## src/rtl/response_builder_if.sv

```systemverilog
// Request, DHT11 and UART-byte handshakes between response_builder and its neighbours.
interface response_builder_if;
  logic       device_selected;
  logic [7:0] request;
  logic       sensor_start;
  logic       sensor_done;
  logic       sensor_error;
  logic [7:0] temperature;
  logic [7:0] humidity;
  logic       tx_start;
  logic [7:0] tx_data;
  logic       tx_done;
  logic       busy;
  logic       response_done;

  modport master (
    input  device_selected, request, sensor_done, sensor_error, temperature, humidity, tx_done,
    output sensor_start, tx_start, tx_data, busy, response_done
  );

  modport slave (
    output device_selected, request, sensor_done, sensor_error, temperature, humidity, tx_done,
    input  sensor_start, tx_start, tx_data, busy, response_done
  );
endinterface

```

## src/rtl/response_builder.sv

```systemverilog
// Turns decoded requests into two-byte UART responses, reading the DHT11 on demand
// or periodically in continuous mode.
module response_builder #(
  parameter int unsigned TIMEOUT_CYCLES = 1000000,
  parameter int unsigned PERIOD_CYCLES  = 50000000
) (
  input logic                clock,
  input logic                reset,
  response_builder_if.master bus
);
  typedef enum logic [2:0] {
    IDLE, START, WAIT_SENSOR, SEND_CODE, WAIT_CODE, SEND_DATA, WAIT_DATA
  } state_t;
  typedef enum logic [1:0] {MODE_OFF, MODE_TEMP, MODE_HUM} mode_t;
  typedef enum logic [1:0] {SEL_ZERO, SEL_TEMP, SEL_HUM} sel_t;

  localparam logic [31:0] TO_LAST  = 32'(TIMEOUT_CYCLES - 1);
  localparam logic [31:0] PER_LAST = 32'(PERIOD_CYCLES - 1);

  localparam logic [7:0] RSP_STATUS = 8'h07;
  localparam logic [7:0] RSP_TEMP   = 8'h08;
  localparam logic [7:0] RSP_HUM    = 8'h09;
  localparam logic [7:0] RSP_OFF5   = 8'h0A;
  localparam logic [7:0] RSP_OFF6   = 8'h0B;
  localparam logic [7:0] RSP_CTEMP  = 8'h0D;
  localparam logic [7:0] RSP_CHUM   = 8'h0E;
  localparam logic [7:0] RSP_ERR    = 8'h1F;
  localparam logic [7:0] RSP_BAD    = 8'hEF;

  state_t      state, state_n;
  mode_t       mode, mode_n;
  sel_t        sel, sel_n;
  logic        sel_q;
  logic        pend_vld, pend_vld_n;
  logic [7:0]  pend_code, pend_code_n;
  logic [7:0]  rsp_code, rsp_code_n;
  logic [7:0]  rsp_data, rsp_data_n;
  logic [31:0] to_cnt, to_cnt_n;
  logic [31:0] per_cnt, per_cnt_n;
  logic        sensor_start_q, sensor_start_n;
  logic        tx_start_q, tx_start_n;
  logic [7:0]  tx_data_q, tx_data_n;
  logic        response_done_q, response_done_n;
  logic        req_edge;
  logic [7:0]  take_code;

  assign req_edge          = bus.device_selected & ~sel_q;
  assign bus.sensor_start  = sensor_start_q;
  assign bus.tx_start      = tx_start_q;
  assign bus.tx_data       = tx_data_q;
  assign bus.busy          = (state != IDLE);
  assign bus.response_done = response_done_q;

  always_ff @(posedge clock) begin
    if (reset) begin
      state           <= IDLE;
      mode            <= MODE_OFF;
      sel             <= SEL_ZERO;
      sel_q           <= 1'b0;
      pend_vld        <= 1'b0;
      pend_code       <= '0;
      rsp_code        <= '0;
      rsp_data        <= '0;
      to_cnt          <= '0;
      per_cnt         <= '0;
      sensor_start_q  <= 1'b0;
      tx_start_q      <= 1'b0;
      tx_data_q       <= '0;
      response_done_q <= 1'b0;
    end else begin
      state           <= state_n;
      mode            <= mode_n;
      sel             <= sel_n;
      sel_q           <= bus.device_selected;
      pend_vld        <= pend_vld_n;
      pend_code       <= pend_code_n;
      rsp_code        <= rsp_code_n;
      rsp_data        <= rsp_data_n;
      to_cnt          <= to_cnt_n;
      per_cnt         <= per_cnt_n;
      sensor_start_q  <= sensor_start_n;
      tx_start_q      <= tx_start_n;
      tx_data_q       <= tx_data_n;
      response_done_q <= response_done_n;
    end
  end

  always_comb begin
    state_n         = state;
    mode_n          = mode;
    sel_n           = sel;
    pend_vld_n      = pend_vld;
    pend_code_n     = pend_code;
    rsp_code_n      = rsp_code;
    rsp_data_n      = rsp_data;
    to_cnt_n        = to_cnt;
    per_cnt_n       = per_cnt;
    sensor_start_n  = 1'b0;
    tx_start_n      = 1'b0;
    tx_data_n       = tx_data_q;
    response_done_n = 1'b0;
    take_code       = req_edge ? bus.request : pend_code;

    // Requests arriving mid-frame park in a one-deep slot; newest wins.
    if (req_edge && state != IDLE) begin
      pend_vld_n  = 1'b1;
      pend_code_n = bus.request;
    end

    case (state)
      IDLE: begin
        if (req_edge || pend_vld) begin
          pend_vld_n = 1'b0;
          per_cnt_n  = '0;
          rsp_data_n = '0;
          sel_n      = SEL_ZERO;
          state_n    = START;
          case (take_code)
            8'h00: rsp_code_n = RSP_STATUS;
            8'h01: begin rsp_code_n = RSP_TEMP;  sel_n = SEL_TEMP; end
            8'h02: begin rsp_code_n = RSP_HUM;   sel_n = SEL_HUM;  end
            8'h03: begin rsp_code_n = RSP_CTEMP; sel_n = SEL_TEMP; mode_n = MODE_TEMP; end
            8'h04: begin rsp_code_n = RSP_CHUM;  sel_n = SEL_HUM;  mode_n = MODE_HUM;  end
            8'h05: begin rsp_code_n = RSP_OFF5;  mode_n = MODE_OFF; state_n = SEND_CODE; end
            8'h06: begin rsp_code_n = RSP_OFF6;  mode_n = MODE_OFF; state_n = SEND_CODE; end
            default: begin rsp_code_n = RSP_BAD; state_n = SEND_CODE; end
          endcase
        end else if (mode != MODE_OFF) begin
          // Automatic read answers exactly like the enable command of the current mode.
          if (per_cnt >= PER_LAST) begin
            per_cnt_n  = '0;
            rsp_data_n = '0;
            state_n    = START;
            if (mode == MODE_TEMP) begin
              rsp_code_n = RSP_CTEMP;
              sel_n      = SEL_TEMP;
            end else begin
              rsp_code_n = RSP_CHUM;
              sel_n      = SEL_HUM;
            end
          end else begin
            per_cnt_n = per_cnt + 32'd1;
          end
        end else begin
          per_cnt_n = '0;
        end
      end
      START: begin
        sensor_start_n = 1'b1;
        to_cnt_n       = '0;
        state_n        = WAIT_SENSOR;
      end
      WAIT_SENSOR: begin
        if (bus.sensor_done) begin
          state_n = SEND_CODE;
          if (bus.sensor_error) begin
            rsp_code_n = RSP_ERR;
            rsp_data_n = '0;
          end else begin
            case (sel)
              SEL_TEMP: rsp_data_n = bus.temperature;
              SEL_HUM:  rsp_data_n = bus.humidity;
              default:  rsp_data_n = '0;
            endcase
          end
        end else if (to_cnt >= TO_LAST) begin
          rsp_code_n = RSP_ERR;
          rsp_data_n = '0;
          state_n    = SEND_CODE;
        end else begin
          to_cnt_n = to_cnt + 32'd1;
        end
      end
      SEND_CODE: begin
        tx_data_n  = rsp_code;
        tx_start_n = 1'b1;
        state_n    = WAIT_CODE;
      end
      WAIT_CODE: begin
        if (bus.tx_done) state_n = SEND_DATA;
      end
      SEND_DATA: begin
        tx_data_n  = rsp_data;
        tx_start_n = 1'b1;
        state_n    = WAIT_DATA;
      end
      WAIT_DATA: begin
        if (bus.tx_done) begin
          response_done_n = 1'b1;
          state_n         = IDLE;
        end
      end
      default: state_n = IDLE;
    endcase
  end
endmodule

```

## src/flat_wrapper.sv

```systemverilog
// flat-port wrapper written by rule: the top's interface ports become plain ports
module response_builder_flat 
#(
  parameter int unsigned TIMEOUT_CYCLES = 1000000,
  parameter int unsigned PERIOD_CYCLES  = 50000000
)
  (clock, reset, bus_device_selected, bus_request, bus_sensor_done, bus_sensor_error, bus_temperature, bus_humidity, bus_tx_done, bus_sensor_start, bus_tx_start, bus_tx_data, bus_busy, bus_response_done);
  response_builder_if bus_i ();
  input logic clock;
  input logic reset;
  input wire logic [$bits(bus_i.device_selected)-1:0] bus_device_selected;
  input wire logic [$bits(bus_i.request)-1:0] bus_request;
  input wire logic [$bits(bus_i.sensor_done)-1:0] bus_sensor_done;
  input wire logic [$bits(bus_i.sensor_error)-1:0] bus_sensor_error;
  input wire logic [$bits(bus_i.temperature)-1:0] bus_temperature;
  input wire logic [$bits(bus_i.humidity)-1:0] bus_humidity;
  input wire logic [$bits(bus_i.tx_done)-1:0] bus_tx_done;
  output wire logic [$bits(bus_i.sensor_start)-1:0] bus_sensor_start;
  output wire logic [$bits(bus_i.tx_start)-1:0] bus_tx_start;
  output wire logic [$bits(bus_i.tx_data)-1:0] bus_tx_data;
  output wire logic [$bits(bus_i.busy)-1:0] bus_busy;
  output wire logic [$bits(bus_i.response_done)-1:0] bus_response_done;
  assign bus_i.device_selected = bus_device_selected;
  assign bus_i.request = bus_request;
  assign bus_i.sensor_done = bus_sensor_done;
  assign bus_i.sensor_error = bus_sensor_error;
  assign bus_i.temperature = bus_temperature;
  assign bus_i.humidity = bus_humidity;
  assign bus_i.tx_done = bus_tx_done;
  assign bus_sensor_start = bus_i.sensor_start;
  assign bus_tx_start = bus_i.tx_start;
  assign bus_tx_data = bus_i.tx_data;
  assign bus_busy = bus_i.busy;
  assign bus_response_done = bus_i.response_done;
  response_builder #(.TIMEOUT_CYCLES(TIMEOUT_CYCLES), .PERIOD_CYCLES(PERIOD_CYCLES)) u_core (.clock(clock), .reset(reset), .bus(bus_i));
endmodule
```

## config.mk

```make
export PLATFORM = sky130hd
export DESIGN_NAME = response_builder_flat
export DESIGN_NICKNAME = d
export VERILOG_FILES = /design/src/rtl/response_builder_if.sv /design/src/rtl/response_builder.sv /design/src/flat_wrapper.sv
export SDC_FILE = /design/constraint.sdc
export NUM_CORES = 1
export LEC_CHECK = 0
export CORE_MARGIN = 2
export CORE_UTILIZATION = 30
export CTS_BUF_LIST = sky130_fd_sc_hd__clkbuf_16
export DETAILED_ROUTE_END_ITERATION = 8
export HOLD_SLACK_MARGIN = 0.02
export SYNTH_ARGS = -nofsm -noshare
export SYNTH_HDL_FRONTEND = slang
export SYNTH_SLANG_ARGS = --single-unit
```

## constraint.sdc

```tcl
create_clock -name clock -period 2.9 [get_ports clock]
set_input_delay 0.58 -clock clock [delete_from_list [all_inputs] [get_ports clock]]
set_output_delay 0.58 -clock clock [all_outputs]
set_load 0.02 [all_outputs]
```

==> results of run 1 <==
[worst max-delay path, stage by stage (launching register included)]
cell and delay, ps:
sky130_fd_sc_hd__dfxtp_1 610, sky130_fd_sc_hd__nor3_2 160, sky130_fd_sc_hd__inv_2 250, sky130_fd_sc_hd__clkdlybuf4s50_1 660
[stage by stage]
stage	hold WS, ps	util (%)	instance area (um2)
2_1_floorplan	427	-	4950
3_3_place_gp	440	35.1	5620
3_5_place_dp	443	35.1	5620
4_1_cts	453	36.8	5900
5_1_grt	474	36.8	5900
6_report	454	36.8	5900
[cell type report]
class	count	area (um2)	area share (%)
multi-input cells	458	2620	44.5
inverters	21	78.8	1.34
clock inverters	7	52.6	0.891
repair buffers	56	523	8.87
clock buffers	9	225	3.82
well taps	216	270	4.58
flip-flops and latches	106	2120	36.0
[state kept, by name (all words and copies together), names as in the netlist]
name	cells
u_core.rsp_data	8
u_core.bus.tx_start	1
u_core.bus.sensor_start	1
u_core.to_cnt	32
u_core.bus.response_done	1
u_core.rsp_code	6
u_core.sel_q	1
u_core.pend_code	8
u_core.per_cnt	32
u_core.sel	2
u_core.pend_vld	1
u_core.state	3
u_core.bus.tx_data	8
u_core.mode	2
[final timing paths]
path,to,slack [ps],cells past startpoint
min reg2reg,u_core.pend_code[5],450,2
max reg2reg,u_core.to_cnt[12],350,8
max,bus_busy,270,3
min,u_core.pend_code[5],450,2
[metal layers]
| layer | share of wire (%) | up-vias | track usage, % |
|---|---|---|---|
| met1 | 50 | 2135 | 19.5 |
| met2 | 42 | 120 | 22.0 |
| met4 | 3.0 | 0 | 7.35 |
| li1 | - | 2308 | - |
| met3 | 4.8 | 26 | 2.84 |
| met5 | 0 | - | 0 |
[cells by family (layout without fill, tap and decap cells)]
group | count (synthesis) | after routing
flip-flops | 106 | 106
buffers and inverters | 51 | 93
multiplexers | 2 | 2
AO/OA/AOI/OAI | 186 | 186
adder cells (fa/ha/maj) | 4 | 4
AND/OR/NAND/NOR | 263 | 263
XOR/XNOR | 3 | 3
[where the power goes]
group | switching [mW] | leakage [nW] | internal [mW] | total [mW]
Clock | 0.588 | 0.138 | 0.593 | 1.18
Sequential | 0.0652 | 0.856 | 1.54 | 1.61
Combinational | 0.653 | 1.07 | 0.374 | 1.03
[cell usage in the layout, fill, tap and decap left out, types with 3 or more instances in the layout]
cell type,n
sky130_fd_sc_hd__and2_1,19
sky130_fd_sc_hd__a22oi_1,10
sky130_fd_sc_hd__inv_6,3
sky130_fd_sc_hd__o21ai_0,36
sky130_fd_sc_hd__nor4_1,9
sky130_fd_sc_hd__a211oi_1,8
sky130_fd_sc_hd__dfxtp_1,106
sky130_fd_sc_hd__nand4_1,12
sky130_fd_sc_hd__nand3b_1,4
sky130_fd_sc_hd__nand3_1,18
sky130_fd_sc_hd__o211ai_1,12
sky130_fd_sc_hd__nor3_1,8
sky130_fd_sc_hd__nand2_1,70
sky130_fd_sc_hd__a31oi_1,15
sky130_fd_sc_hd__o2bb2ai_1,9
sky130_fd_sc_hd__nor2b_1,5
sky130_fd_sc_hd__nand2b_1,10
sky130_fd_sc_hd__ha_1,4
sky130_fd_sc_hd__o21ai_1,13
sky130_fd_sc_hd__a21oi_1,52
sky130_fd_sc_hd__and3_1,20
sky130_fd_sc_hd__clkbuf_16,9
sky130_fd_sc_hd__inv_1,21
sky130_fd_sc_hd__or3_1,8
sky130_fd_sc_hd__a221oi_1,4
sky130_fd_sc_hd__o31ai_1,8
sky130_fd_sc_hd__buf_4,15
sky130_fd_sc_hd__clkdlybuf4s50_1,41
sky130_fd_sc_hd__nor2_1,61
==> flow_results.org, run 1 <==
** Synth
- By area the synthesized netlist is led by sky130_fd_sc_hd__dfxtp_1 43%, sky130_fd_sc_hd__nand2_1 5.3%, sky130_fd_sc_hd__a21oi_1 5.3%, sky130_fd_sc_hd__nor2_1 4.6%, sky130_fd_sc_hd__o21ai_0 3.6%.
- Of the total synthesized cell area, the portion taken by full adders, half adders and majority gates is 1.01%.
- Summing the areas of all compound-gate instances in the mapped netlist gives 23.5% of the synthesized area.
- After synthesis, flip-flops and latches occupy roughly 43% of the total area.
- Combinational family with the most area after synthesis :: simple AND/OR/NAND/NOR gates
- In this run, distinct cell masters in the synthesized netlist total 62.
- Yosys printed 0 warnings.
- The average instance in the mapped netlist occupies 8.05 um2.
- Netlist Area Pre-Place :: approximately 4900 um2
- Multiplexer share of the synthesized area :: 0.455%
- Post-synthesis instance total :: roughly 620
- Among all flip-flop cells after synthesis, the most frequent one is sky130_fd_sc_hd__dfxtp_1.
- The largest total area in the synthesized netlist belongs to sky130_fd_sc_hd__dfxtp_1.
- By count the netlist is led by 106 x sky130_fd_sc_hd__dfxtp_1, 70 x sky130_fd_sc_hd__nand2_1, 61 x sky130_fd_sc_hd__nor2_1.
- The synthesized netlist devotes 0.531% of its cell area to XOR and XNOR gates.
- Most common cell in the synthesized netlist :: sky130_fd_sc_hd__dfxtp_1
- Of the total synthesized cell area, the portion taken by AND, OR, NAND and NOR gates is approximately 28%.
- After synthesis, the share of flip-flops with an asynchronous set or reset is 0%.
- Summed over its instances, the top area cell type makes up between 40% and 50% of the synthesized netlist area.
- Counting flops and latches in the post-synthesis netlist gives about 110.
- When the netlist entered floorplanning its net count stood at approximately 650.
- Yosys mapped a number of flops with a built-in enable equal to 0.

** Pwr
- Standby leakage power :: a little over 2 nW
- Across the VDD grid, the largest voltage drop is between 0.3 and 0.4 mV.
- Summing internal, switching and leakage power gives between 3 and 4 mW.
- For this design the ratio of total power to cell area is ~650 nW/um2.

** Floorplan
- After floorplanning, the core was divided into 46 placement rows.
- Area inside the core boundary :: about 16000 um2
- I/O pin total :: 42
- The die is roughly 130 um wide.
- The die covers between 15000 and 20000 um2.
- Y dimension of the die :: approximately 130 um
- For this configuration, the core starts out at a cell density of between 30% and 40%.

** Place
- Routability-driven placement finished with a final weighted congestion of a little under 0.9.
- Placed insts :: about 860
- Worst-case setup slack after placement :: just under 200 ps
- The HPWL after detailed placement is 8770 um.
- Input and output buffers added on the ports amount to a little over 40.

** Timing
- Maximum achievable frequency :: ~380 MHz
- Final TNS setup :: 0 ps
- Setup slack on the critical path of the routed design comes to 270 ps.
- Slew HR :: a little over a third
- The count of endpoints failing hold in the final timing report was 0.
- In the finished design, the share of the clock period the worst path needs comes to between 90% and 100%.
- Setup violations remaining at the end of the flow were counted as 0.
- At the pin with the least slew margin, the transition time is ~970 ps.
- Setup repair after global routing left no endpoint under its margin.
- Max Clock Skew :: between 10 and 15 ps
- Post-layout minimum cycle time :: between 2000 and 3000 ps
- The number of slew-limit violations in the final report was 0.

** GRT
- Entering global routing, the biggest net connects 40 pins.
- Wire length of the first global-routing pass :: between 20000 and 25000 um
- The number of global-route vias before repair came to 4334.
- Initial antenna violation count :: 0
- Overall fraction of global-route tracks in use :: around 14%
- Congestion Overflow GR :: 0

** Routing
- Detailed Route Iter0 Violations :: around 380
- Detailed Routing Iterations Pass 1 :: 7
- Routed vias :: 4589
- Residual antenna-violating net count after detailed routing :: 0
- Total wirelength of the detailed-routed design :: 12500 um
- Detail-routed net length per standard cell :: ~14 um
- For this run, design rule violations remaining after detail routing come to 0.
- After detailed routing, the number of vias per cell comes to 5.26.

** Hold path
- Startpoint of the most critical hold path :: u_core.pend_code[5]
- Kind of path behind the tightest hold check :: reg2reg

** Setup path
- Tracing the worst setup path back leads to its startpoint at u_core.state[0].
- Category of the critical setup timing path :: reg2out
- Data on the critical path arrives at its endpoint at approximately 2000 ps.
- Of all nets on the critical path, the largest fanout is 16.
- STA classifies the critical path startpoint as a flop.
- Reg-to-reg critical path startpoint :: u_core.to_cnt[0]
- Capturing element type of the critical path :: primary output
- Critical path data required time :: around 2300 ps

** Clocking
- Number of buffers added to fix hold violations after cts :: 0
- TritonCTS clock tree :: yes
- The longest clock path from root to sink contains 2 buffers.
- The clock net in this run drives a total of roughly 110 sinks.
- Once the clock tree was built, the resizer swapped 0 gates to a different size.
- TritonCTS created 9 clock buffers.
- Clock-pin slew was measured on the worst setup and hold paths at ~70 ps.
- The root buffer cell chosen for the clock tree is sky130_fd_sc_hd__clkbuf_16.
- The clock tree synthesis step divided the H-tree into 3 levels.
- Insertion delay to the later sink of the worst-skew pair :: between 300 and 400 ps
- Post-CTS setup buffers :: 0

** Layout
- 0 antenna diodes ended up in the layout.
- Area Overhead vs Synth :: 19.1%
- In the final design database the tool counted just under 700 nets.
- Number of inserted filler cells in the final layout :: between 1500 and 2000
- Fraction of layout cells with a size suffix above 1 :: ~6.4%
- Final non-filler cell total :: 873

** Run
- # Max-Cap Violations :: 0

** Outcome
- Run status :: finished clean
Note: power is estimated with default switching activity, not from simulation.
==> run 2: changes to the inputs <==
--- a/config.mk
+++ b/config.mk
@@ -5,7 +5,7 @@
 export SDC_FILE = /design/constraint.sdc
 export NUM_CORES = 1
 export LEC_CHECK = 0
-export CORE_MARGIN = 2
+export CORE_MARGIN = 5
 export CORE_UTILIZATION = 30
 export CTS_BUF_LIST = sky130_fd_sc_hd__clkbuf_16
 export DETAILED_ROUTE_END_ITERATION = 8
==> run 2 against run 1 <==
Fmax decreased by 3.0%. Critical endpoint unchanged. Clock skew is 1.7 ps lower. Via count shrank 3.0%. Non-clock buffer count is 3 higher. Largest power group unchanged. Sequential power is essentially flat. Count of clock-buffer cells in the layout unchanged. Utilization decreased by 0.52 points. Total power rose by 1.9%.
==> flow_results.org, run 2 (synthesis gave the netlist of run 1 again) <==
** Setup path
- By startpoint and endpoint, the worst setup path is classified as reg2out.
- Worst reg-to-reg path cell count :: 8
- Counting both buffers and inverters, the worst setup path holds a total of 3.
- The critical path crosses 4 cells after its start point.
- Critical path data required time :: 2320 ps
- Setup slack on the worst flop-to-flop path :: 390 ps
- Critical Path Max Stage Delay :: between 500 and 600 ps
- STA classifies the critical path endpoint as a primary output.
- The critical path goes through nor3_2 > inv_2 > buf_4 > clkdlybuf4s50_1.
- Critical path's slowest cell :: sky130_fd_sc_hd__clkdlybuf4s50_1
- Kind of cell adding the most delay to the critical path :: buffers and inverters
- Arrival time at the worst endpoint :: 2130 ps
- STA classifies the critical path startpoint as a flop.
- In this run the worst path has a maximum fanout of 12.

** Hold path
- Counting instances, the worst hold path has a depth of 2.
- The tightest min-delay check is of the reg2reg type.

** Pwr
- Cell area power density :: around 650 nW/um2
- IR analysis of the VDD net gives a maximum drop of a little over 0.4 mV.
- For this design the static power due to leakage is 2.09 nW.

** Clocking
- The clock net in this run drives a total of ~110 sinks.
- TritonCTS built the clock tree.
- Buffer depth of the longest clock path :: 2
- Clock buffer count from CTS :: 9
- H-tree depth :: 3
- Clock-pin slew on the worst setup and hold paths :: ~70 ps
- Post-CTS resize count :: 0
- Post-CTS setup buffers :: 0
- Number of buffers added to fix hold violations after cts :: 0
- The clock reaches the later pin of the worst-skew pair after approximately 360 ps.
- CTS placed an instance of sky130_fd_sc_hd__clkbuf_16 at the clock tree root.

** Routing
- Remaining routing DRC violations :: 0
- Routed via count divided by cell count :: slightly above 5
- Detail-routed net length per standard cell :: about 14 um
- Once detail routing completed, the nets flagged for antenna violations numbered 0.
- Total wirelength of the detailed-routed design :: around 12000 um
- Detailed Route Iter0 Violations :: just under 300
- Detailed Routing Iterations Pass 1 :: 4
- Routed vias :: between 4000 and 5000

** GRT
- Global routing used roughly an eighth of the available tracks across all layers.
- The initial antenna violation count was 0.
- For this run the aggregate overflow at the end of global routing stands at 0.
- Wire length of the first global-routing pass :: between 20000 and 25000 um
- Number of global-route vias before repair :: about 4000
- Largest net degree at the start of global routing :: 40

** Place
- Input and output buffers added on the ports amount to 41.
- Final weighted congestion in routability-driven placement :: 0.802
- Worst-case setup slack after placement :: 206 ps
- DP Wirelength :: between 8000 and 9000 um
- Counting tap cells, the placed design contains a total of 864 instances.

** Timing
- Setup violations remaining at the end of the flow were counted as 0.
- In the final timing run, aggregate negative setup slack is 0 ps.
- Final Slew Violations :: 0
- Post-layout minimum cycle time :: 2710 ps
- Across all setup checks in the final design, the least slack found is 187 ps.
- RSZ-0062 raised after global routing :: false
- The count of endpoints failing hold in the final timing report was 0.
- Maximum achievable frequency :: roughly 370 MHz
- The worst pin sits at a relative slew slack of 30.8%.
- Period utilization :: between 90% and 100%
- Worst Max-Slew Pin Slew :: ~1000 ps
- For the final database, setup skew stands at between 8 and 9 ps.

** Run
- # Max-Cap Violations :: 0

** Outcome
- Run status :: finished clean

** Floorplan
- The floorplan step defined a die boundary enclosing roughly 19000 um2.
- The initialized floorplan defines 47 standard-cell rows.
- Area inside the core boundary :: 16400 um2
- Y dimension of the die :: approximately 140 um
- Starting density of the core :: around 30%
- The floorplan step set the die width to 138 um.
- In this run the count of I/O pins placed on the die edge is between 40 and 50.

** Layout
- Area Overhead vs Synth :: 20.5%
- Total number of nets in the final design :: roughly 690
- Final design utilization :: 36.3%
- Leaving out fill and tap cells, the most frequent cell in the layout is sky130_fd_sc_hd__dfxtp_1.
- Final non-filler cell total :: between 800 and 900
- Diode insertion count for antenna repair :: 0
- The top cell types in the final layout, fill and taps aside, are 106 x sky130_fd_sc_hd__dfxtp_1, 70 x sky130_fd_sc_hd__nand2_1, 61 x sky130_fd_sc_hd__nor2_1.
- Cells with a size suffix above 1 make up under 10% of the layout.
- In the final layout, the registers with the most flip-flops are u_core.per_cnt (32), u_core.to_cnt (32).
==> run 2: cell types whose count changed in the layout (fill, tap and decap cells not counted), sizes merged <==
cell and change:
buf +3, clkinv +4, inv -4, bufinv +1, clkinvlp -1
==> run 2: worst paths after layout <==
check                         to           startpoint
min reg2reg  u_core.pend_code[4]  u_core.pend_code[4]
max reg2reg     u_core.to_cnt[5]     u_core.to_cnt[0]
max                     bus_busy      u_core.state[0]
min          u_core.pend_code[4]  u_core.pend_code[4]
==> run 2: through the flow <==
step / hold WS [ps] / total power [mW] / area [um2]
after global routing: 478 / 4.10 / 5960
after detailed placement: 444 / 2.66 / 5660
after CTS: 459 / 3.92 / 5960
after global placement: 443 / 2.67 / 5660
final: 455 / 3.89 / 5960
after floorplan: 427 / 2.30 / 4950
==> run 2: per-layer routing <==
metal | global-route usage [%] | wire [um] | up-vias
met1 | 18.2 | 6310 | 2055
li1 | - | - | 2318
met4 | 4.16 | 184 | 0
met3 | 2.80 | 353 | 10
met2 | 19.1 | 5460 | 67
met5 | 0 | 0 | -
==> run 2: final cells by class <==
type                    count  area, um2
flip-flops and latches    106       2120
inverters                  21       78.8
well taps                 220        275
repair buffers             59        558
clock buffers               9        225
clock inverters             7       77.6
multi-input cells         458       2620
fillers                  1699      10400
==> run 2: power breakdown <==
group | total, mW | internal [mW] | switching, mW
logic | 1.03 | 0.384 | 0.646
registers | 1.60 | 1.54 | 0.0627
clock network | 1.25 | 0.676 | 0.577
total | 3.89 | 2.60 | 1.29
==> run 2: worst register-to-register path: cells and delay by family, from the launching register on <==
kind,cells,cell delay [ps]
adder cells (fa/ha/maj),1,200
AND/OR/NAND/NOR,2,460
AO/OA/AOI/OAI,5,1410
flip-flops,1,370
